$ cat src/rtl/booth_mult_seq_pkg.sv
// Shared types and constants for the sequential Booth multiplier.
package booth_pkg;

    typedef enum logic [2:0] {
        S_IDLE,
        S_LOAD_A,
        S_LOAD_B,
        S_RUN,
        S_DONE
    } state_t;

    // Booth bit-pair codes for {Q[0], Q-1}
    localparam logic [1:0] BP_ADD = 2'b01;
    localparam logic [1:0] BP_SUB = 2'b10;

    // Step counter must hold WIDTH+1
    function automatic int cnt_w(input int width);
        return $clog2(width + 2);
    endfunction

endpackage

$ cat src/rtl/booth_mult_seq_if.sv
// Operand/result handshake bundle for booth_mult_seq.
interface booth_mult_seq_if #(
    parameter int WIDTH = 16
);
    logic                   start;
    logic [WIDTH-1:0]       data_in;
    logic                   in_valid;
    logic                   in_ready;
    logic                   signed_mode;
    logic                   busy;
    logic                   out_valid;
    logic                   out_ready;
    logic [2*WIDTH-1:0]     result;

    modport master (
        output start, data_in, in_valid, signed_mode, out_ready,
        input  in_ready, busy, out_valid, result
    );

    modport slave (
        input  start, data_in, in_valid, signed_mode, out_ready,
        output in_ready, busy, out_valid, result
    );
endinterface

$ cat src/rtl/booth_mult_seq_step.sv
// One radix-2 Booth iteration: conditional add/sub of M, then arithmetic shift of {A,Q,Q-1}.
module booth_step
    import booth_pkg::*;
#(
    parameter int N = 17
) (
    input  logic [N-1:0] a,
    input  logic [N-1:0] q,
    input  logic         q_m1,
    input  logic [N-1:0] m,
    output logic [N-1:0] a_nxt,
    output logic [N-1:0] q_nxt,
    output logic         q_m1_nxt
);
    logic [N-1:0] sum;

    always_comb begin
        sum = a;
        case ({q[0], q_m1})
            BP_ADD:  sum = a + m;
            BP_SUB:  sum = a - m;
            default: sum = a;
        endcase
        {a_nxt, q_nxt, q_m1_nxt} = {sum[N-1], sum, q};
    end
endmodule

$ cat src/rtl/booth_mult_seq.sv
// Sequential radix-2 Booth multiplier; operands arrive serially on one bus, signed or unsigned.
module booth_mult_seq
    import booth_pkg::*;
#(
    parameter int WIDTH = 16
) (
    input  logic                clk,
    input  logic                rst,
    booth_mult_seq_if.slave     bus
);
    // One extra bit lets unsigned operands run through the signed Booth datapath exactly
    localparam int N  = WIDTH + 1;
    localparam int CW = cnt_w(WIDTH);

    state_t             state, state_n;
    logic               smode;
    logic [N-1:0]       m_reg, a_reg, q_reg;
    logic               q_m1;
    logic [CW-1:0]      cnt;
    logic [2*WIDTH-1:0] result_reg;

    logic [N-1:0]       a_nxt, q_nxt;
    logic               q_m1_nxt;

    function automatic logic [N-1:0] ext(input logic [WIDTH-1:0] x, input logic sgn);
        return {sgn & x[WIDTH-1], x};
    endfunction

    booth_step #(.N(N)) u_step (
        .a        (a_reg),
        .q        (q_reg),
        .q_m1     (q_m1),
        .m        (m_reg),
        .a_nxt    (a_nxt),
        .q_nxt    (q_nxt),
        .q_m1_nxt (q_m1_nxt)
    );

    always_ff @(posedge clk) begin
        if (rst) state <= S_IDLE;
        else     state <= state_n;
    end

    always_comb begin
        state_n       = state;
        bus.in_ready  = 1'b0;
        bus.busy      = 1'b1;
        bus.out_valid = 1'b0;
        case (state)
            S_IDLE: begin
                bus.busy = 1'b0;
                if (bus.start) state_n = S_LOAD_A;
            end
            S_LOAD_A: begin
                bus.in_ready = 1'b1;
                if (bus.in_valid) state_n = S_LOAD_B;
            end
            S_LOAD_B: begin
                bus.in_ready = 1'b1;
                if (bus.in_valid) state_n = S_RUN;
            end
            S_RUN: begin
                if (cnt == CW'(1)) state_n = S_DONE;
            end
            S_DONE: begin
                bus.out_valid = 1'b1;
                if (bus.out_ready) state_n = S_IDLE;
            end
            default: state_n = S_IDLE;
        endcase
    end

    always_ff @(posedge clk) begin
        if (rst) begin
            smode      <= 1'b0;
            m_reg      <= '0;
            a_reg      <= '0;
            q_reg      <= '0;
            q_m1       <= 1'b0;
            cnt        <= '0;
            result_reg <= '0;
        end else begin
            case (state)
                S_IDLE: if (bus.start) smode <= bus.signed_mode;
                S_LOAD_A: if (bus.in_valid) m_reg <= ext(bus.data_in, smode);
                S_LOAD_B: if (bus.in_valid) begin
                    q_reg <= ext(bus.data_in, smode);
                    a_reg <= '0;
                    q_m1  <= 1'b0;
                    cnt   <= CW'(N);
                end
                S_RUN: begin
                    a_reg <= a_nxt;
                    q_reg <= q_nxt;
                    q_m1  <= q_m1_nxt;
                    cnt   <= cnt - CW'(1);
                    // Last step: low 2*WIDTH bits of {A,Q} are the exact product
                    if (cnt == CW'(1)) result_reg <= {a_nxt[WIDTH-2:0], q_nxt};
                end
                default: ;
            endcase
        end
    end

    assign bus.result = result_reg;
endmodule

$ cat src/flat_wrapper.sv
// flat-port wrapper written by rule: the top's interface ports become plain ports
module booth_mult_seq_flat import booth_pkg::*;
#(
    parameter int WIDTH = 16
)
  (clk, rst, bus_start, bus_data_in, bus_in_valid, bus_signed_mode, bus_out_ready, bus_in_ready, bus_busy, bus_out_valid, bus_result);
  booth_mult_seq_if #(.WIDTH(WIDTH)) bus_i ();
  input  logic clk;
  input  logic rst;
  input wire logic [$bits(bus_i.start)-1:0] bus_start;
  input wire logic [$bits(bus_i.data_in)-1:0] bus_data_in;
  input wire logic [$bits(bus_i.in_valid)-1:0] bus_in_valid;
  input wire logic [$bits(bus_i.signed_mode)-1:0] bus_signed_mode;
  input wire logic [$bits(bus_i.out_ready)-1:0] bus_out_ready;
  output wire logic [$bits(bus_i.in_ready)-1:0] bus_in_ready;
  output wire logic [$bits(bus_i.busy)-1:0] bus_busy;
  output wire logic [$bits(bus_i.out_valid)-1:0] bus_out_valid;
  output wire logic [$bits(bus_i.result)-1:0] bus_result;
  assign bus_i.start = bus_start;
  assign bus_i.data_in = bus_data_in;
  assign bus_i.in_valid = bus_in_valid;
  assign bus_i.signed_mode = bus_signed_mode;
  assign bus_i.out_ready = bus_out_ready;
  assign bus_in_ready = bus_i.in_ready;
  assign bus_busy = bus_i.busy;
  assign bus_out_valid = bus_i.out_valid;
  assign bus_result = bus_i.result;
  booth_mult_seq #(.WIDTH(WIDTH)) u_core (.clk(clk), .rst(rst), .bus(bus_i));
endmodule
$ cat config.mk
export PLATFORM = sky130hd
export DESIGN_NAME = booth_mult_seq_flat
export DESIGN_NICKNAME = d
export VERILOG_FILES = /design/src/rtl/booth_mult_seq_pkg.sv /design/src/rtl/booth_mult_seq_if.sv /design/src/rtl/booth_mult_seq_step.sv /design/src/rtl/booth_mult_seq.sv /design/src/flat_wrapper.sv
export SDC_FILE = /design/constraint.sdc
export NUM_CORES = 1
export LEC_CHECK = 0
export CAP_MARGIN = 20
export CORE_AREA = 2 2 114 116
export DETAILED_ROUTE_END_ITERATION = 8
export DIE_AREA = 0 0 116 118
export PLACE_DENSITY_LB_ADDON = 0.3
export SLEW_MARGIN = 20
export SYNTH_ARGS = -nofsm -noshare
export SYNTH_HDL_FRONTEND = slang
export SYNTH_SLANG_ARGS = --single-unit
$ cat constraint.sdc
create_clock -name clk -period 8.15 [get_ports clk]
set_input_delay 1.63 -clock clk [delete_from_list [all_inputs] [get_ports clk]]
set_output_delay 1.63 -clock clk [all_outputs]
set_load 0.01 [all_outputs]
==> results.cfg <==
[run_status]
outcome = finished clean

[critical_path]
r2r-end = u_core.bus.result[31]$_SDFFE_PP0P_
reg2regPathDepth = 14
cp.arrival_ns = 3.84
crit_buf_inv = 1
cpMaxStageDelayCell = nor4b_1
ff2ff_setup_slack_ns = 4.50
cp_slowest_stage_delay_ns = 0.67
cp_top_family = simple AND/OR/NAND/NOR gates
end_kind = register
crit_path_start_kind = register
path_class = reg2reg
crit_chain = inv_1, ha_1, nand3b_1, nor4b_1, a21oi_1, xnor2_1, ha_1, and3_1, nand4_1, o211ai_1, a21oi_1, or4_1, o2111ai_1, a211oi_1
r2r_start = u_core.m_reg[0]$_SDFFE_PP0P_
critPathRequiredTime_ns = 8.34
crit_fanout = 10

[synth]
synthXorXnorAreaFrac = 0.0465
synth_compound_area_frac = 0.224
synth_top_area_cell = dfxtp_1
avgSynthCellArea_um2 = 7.85
yosys.area.top_type_share = 0.376
synth_edf_count = 0
synth.yosys.seq_area_share = 0.376
synthArstFlopShare = 0
synthesis.nets = 667
synthCells = 624
synthTopCellsByArea = dfxtp_1 (38%), a21oi_1 (8.6%), nand2_1 (8.6%)
yosys_warnings = 0
yosys.area_share.simple = 0.233
yosysMostFrequentCell = nand2_1
synth-main-ff-cell = dfxtp_1
synthAdderAreaFrac = 0.0552
synthMuxAreaShare = 0.0207
ys_seq_elements = 92
netlist_area_um2 = 4900
synth_cell_type_count = 57
synthTopCellsByCount = nand2_1 (112), dfxtp_1 (92), a21oi_1 (84)
synth_top_family_by_area = simple AND/OR/NAND/NOR gates

[floorplan]
ios = 57
start_util = 0.394
design.core.area_um2 = 12400
die_area_um2 = 13700
num_rows = 41
dieHeight_um = 118
fp.dieW_um = 116

[clock_tree]
cts_buffers = 9
cts_tree = yes
cts_setup_buffers = 0
postCtsHoldBufs = 0
clock_latency_ns = 0.35
root_buffer = clkbuf_16
clock_path_buffers = 2
clock-sinks = 92
post_cts_resized = 0
h-tree-depth = 3
clk_pin_slew_worst_paths_ns = 0.07

[global_route]
grt_usage = 0.198
gr-total-overflow = 0
grt_max_degree = 96
grt_pass1_vias = 4375
antenna_found_initial = 0
grt_pass1_wl_um = 21600

[power_and_ir_drop]
p_leak_nw = 2.04
power_density_nw_per_um2 = 275
sw_frac_of_total = 0.380
ir_drop_uv = 165
sequentialPowerShare = 0.313
power.internal_w = 0.00100
power_frac_comb = 0.415
p_clk_frac = 0.273
power.switching_w = 0.000614

[job]
cap_violations = 0

[final_layout]
antenna_cells = 0
nets = 701
largest_register_ffs = 32
syn_to_final_growth_pct = 19.9
fill_cells = 1259
drive_above_1_share = 0.0558

[hold_path]
min_to = u_core.bus.result[14]$_SDFFE_PP0P_
min_path_cells = 2
min_from = u_core.bus.result[14]$_SDFFE_PP0P_
hold_path_class = reg2reg

[timing]
final_max_slew_viol_count = 0
finalHoldViolations = 0
fin_tns_setup_ns = 0
finalClockSkew_ns = 0.00973
fin_crit_ns = 3.65
rsz0062_at_grt = false
relSlewSlack = 0.286
hold_slack_ns = 0.457
finalSetupViolCount = 0
period_share = 0.448
fmax_mhz = 274
tightestPinTransition_ns = 1.07

[drt]
drt-pass1-iter-count = 8
drc = 0
drt_iter0_drc = 263
routed_wirelength_um = 13100
postRouteAntennaNets = 0
post_drt_wl_per_cell_um = 15.7
vias = 4569
viasPerCell = 5.47

[placement]
hpwlAfterDp_um = 8980
routabilityCongestion = 0.901
port-buffer-count = 56
[cells in the final DEF (no fill, tap or decap), types with 11 or more instances in the layout]
cell             Yosys  routed
clkdlybuf4s50_1      0      55
ha_1                20      20
nor3_1              18      18
a211oi_1            11      11
nor2_1              60      59
nand2_1            112     112
xnor2_1             24      24
dfxtp_1             92      92
o21ai_0             11      11
a21oi_1             84      84
a22oi_1             18      18
inv_1               16      16
[power groups by stage]
stage | clock, W | combinational [W] | sequential [W]
final | 0.000441 | 0.000670 | 0.000505
after global routing | 0.000469 | 0.000739 | 0.000508
after CTS | 0.000451 | 0.000659 | 0.000504
after detailed placement | 0 | 0.000654 | 0.000514
after global placement | 0 | 0.000644 | 0.000514
after floorplan | 0 | 0.000521 | 0.000502
[metal layers]
metal	GRT usage	vias to the layer above	share of wire
met5	0	-	0
met4	0.0551	0	0.010
met3	0.0499	10	0.049
met2	0.319	110	0.49
met1	0.262	2178	0.45
li1	-	2271	-
[per-stage QoR]
| stage | utilization | total power, W | cell area [um^2] | setup slack [ns] | std cells |
|---|---|---|---|---|---|
| 2_1_floorplan | - | 0.00102 | 4900 | 5.02 | 624 |
| 3_3_place_gp | 0.448 | 0.00116 | 5560 | 4.43 | 819 |
| 3_5_place_dp | 0.448 | 0.00117 | 5560 | 4.37 | 819 |
| 4_1_cts | 0.473 | 0.00161 | 5870 | 4.56 | 835 |
| 5_1_grt | 0.473 | 0.00172 | 5870 | 4.27 | 835 |
| 6_report | 0.473 | 0.00162 | 5870 | 4.50 | 835 |
[worst reg2reg max path, delay by kind of cell, from the launching register on]
kind	cells	cell delay, ns
and+or+nand+nor	5	1.59
buffers and inverters	1	0.07
DFF	1	0.35
AOI/OAI and AO/OA	5	0.70
adders and majority gates	2	0.62
xor gates and xnor gates	1	0.16
[cells by family (layout without fill, tap and decap cells)]
logic type                 Yosys count  count (layout)
buffers and inverters               55              94
AOI/OAI and AO/OA                  171             171
adders and majority gates           21              21
xor gates and xnor gates            26              26
DFF                                 92              92
muxes                               10              10
and+or+nand+nor                    249             249
[worst max path at each step]
stage | start | endpoint | cells past startpoint
finish | u_core.m_reg[0]$_SDFFE_PP0P_ | u_core.bus.result[31]$_SDFFE_PP0P_ | 14
global route | u_core.m_reg[0]$_SDFFE_PP0P_ | u_core.bus.result[31]$_SDFFE_PP0P_ | 14
CTS | u_core.m_reg[0]$_SDFFE_PP0P_ | u_core.bus.result[31]$_SDFFE_PP0P_ | 14
detailed placement | bus_in_valid | u_core.a_reg[13]$_SDFFE_PP0P_ | 8
global placement | bus_in_valid | u_core.a_reg[13]$_SDFFE_PP0P_ | 8
floorplan | u_core.m_reg[0]$_SDFFE_PP0P_ | u_core.a_reg[14]$_SDFFE_PP0P_ | 15
[cell type report]
class                           count  area [um^2]  share of cell area
Timing Repair Buffer               62          601               0.102
Multi-Input combinational cell    477         2840               0.484
Sequential cell                    92         1840               0.314
Inverter                           16         60.1              0.0102
Tap cell                          172          215              0.0367
Clock inverter                      6         72.6              0.0124
Clock buffer                       10          239              0.0407
Note: power is estimated with default switching activity, not from simulation.
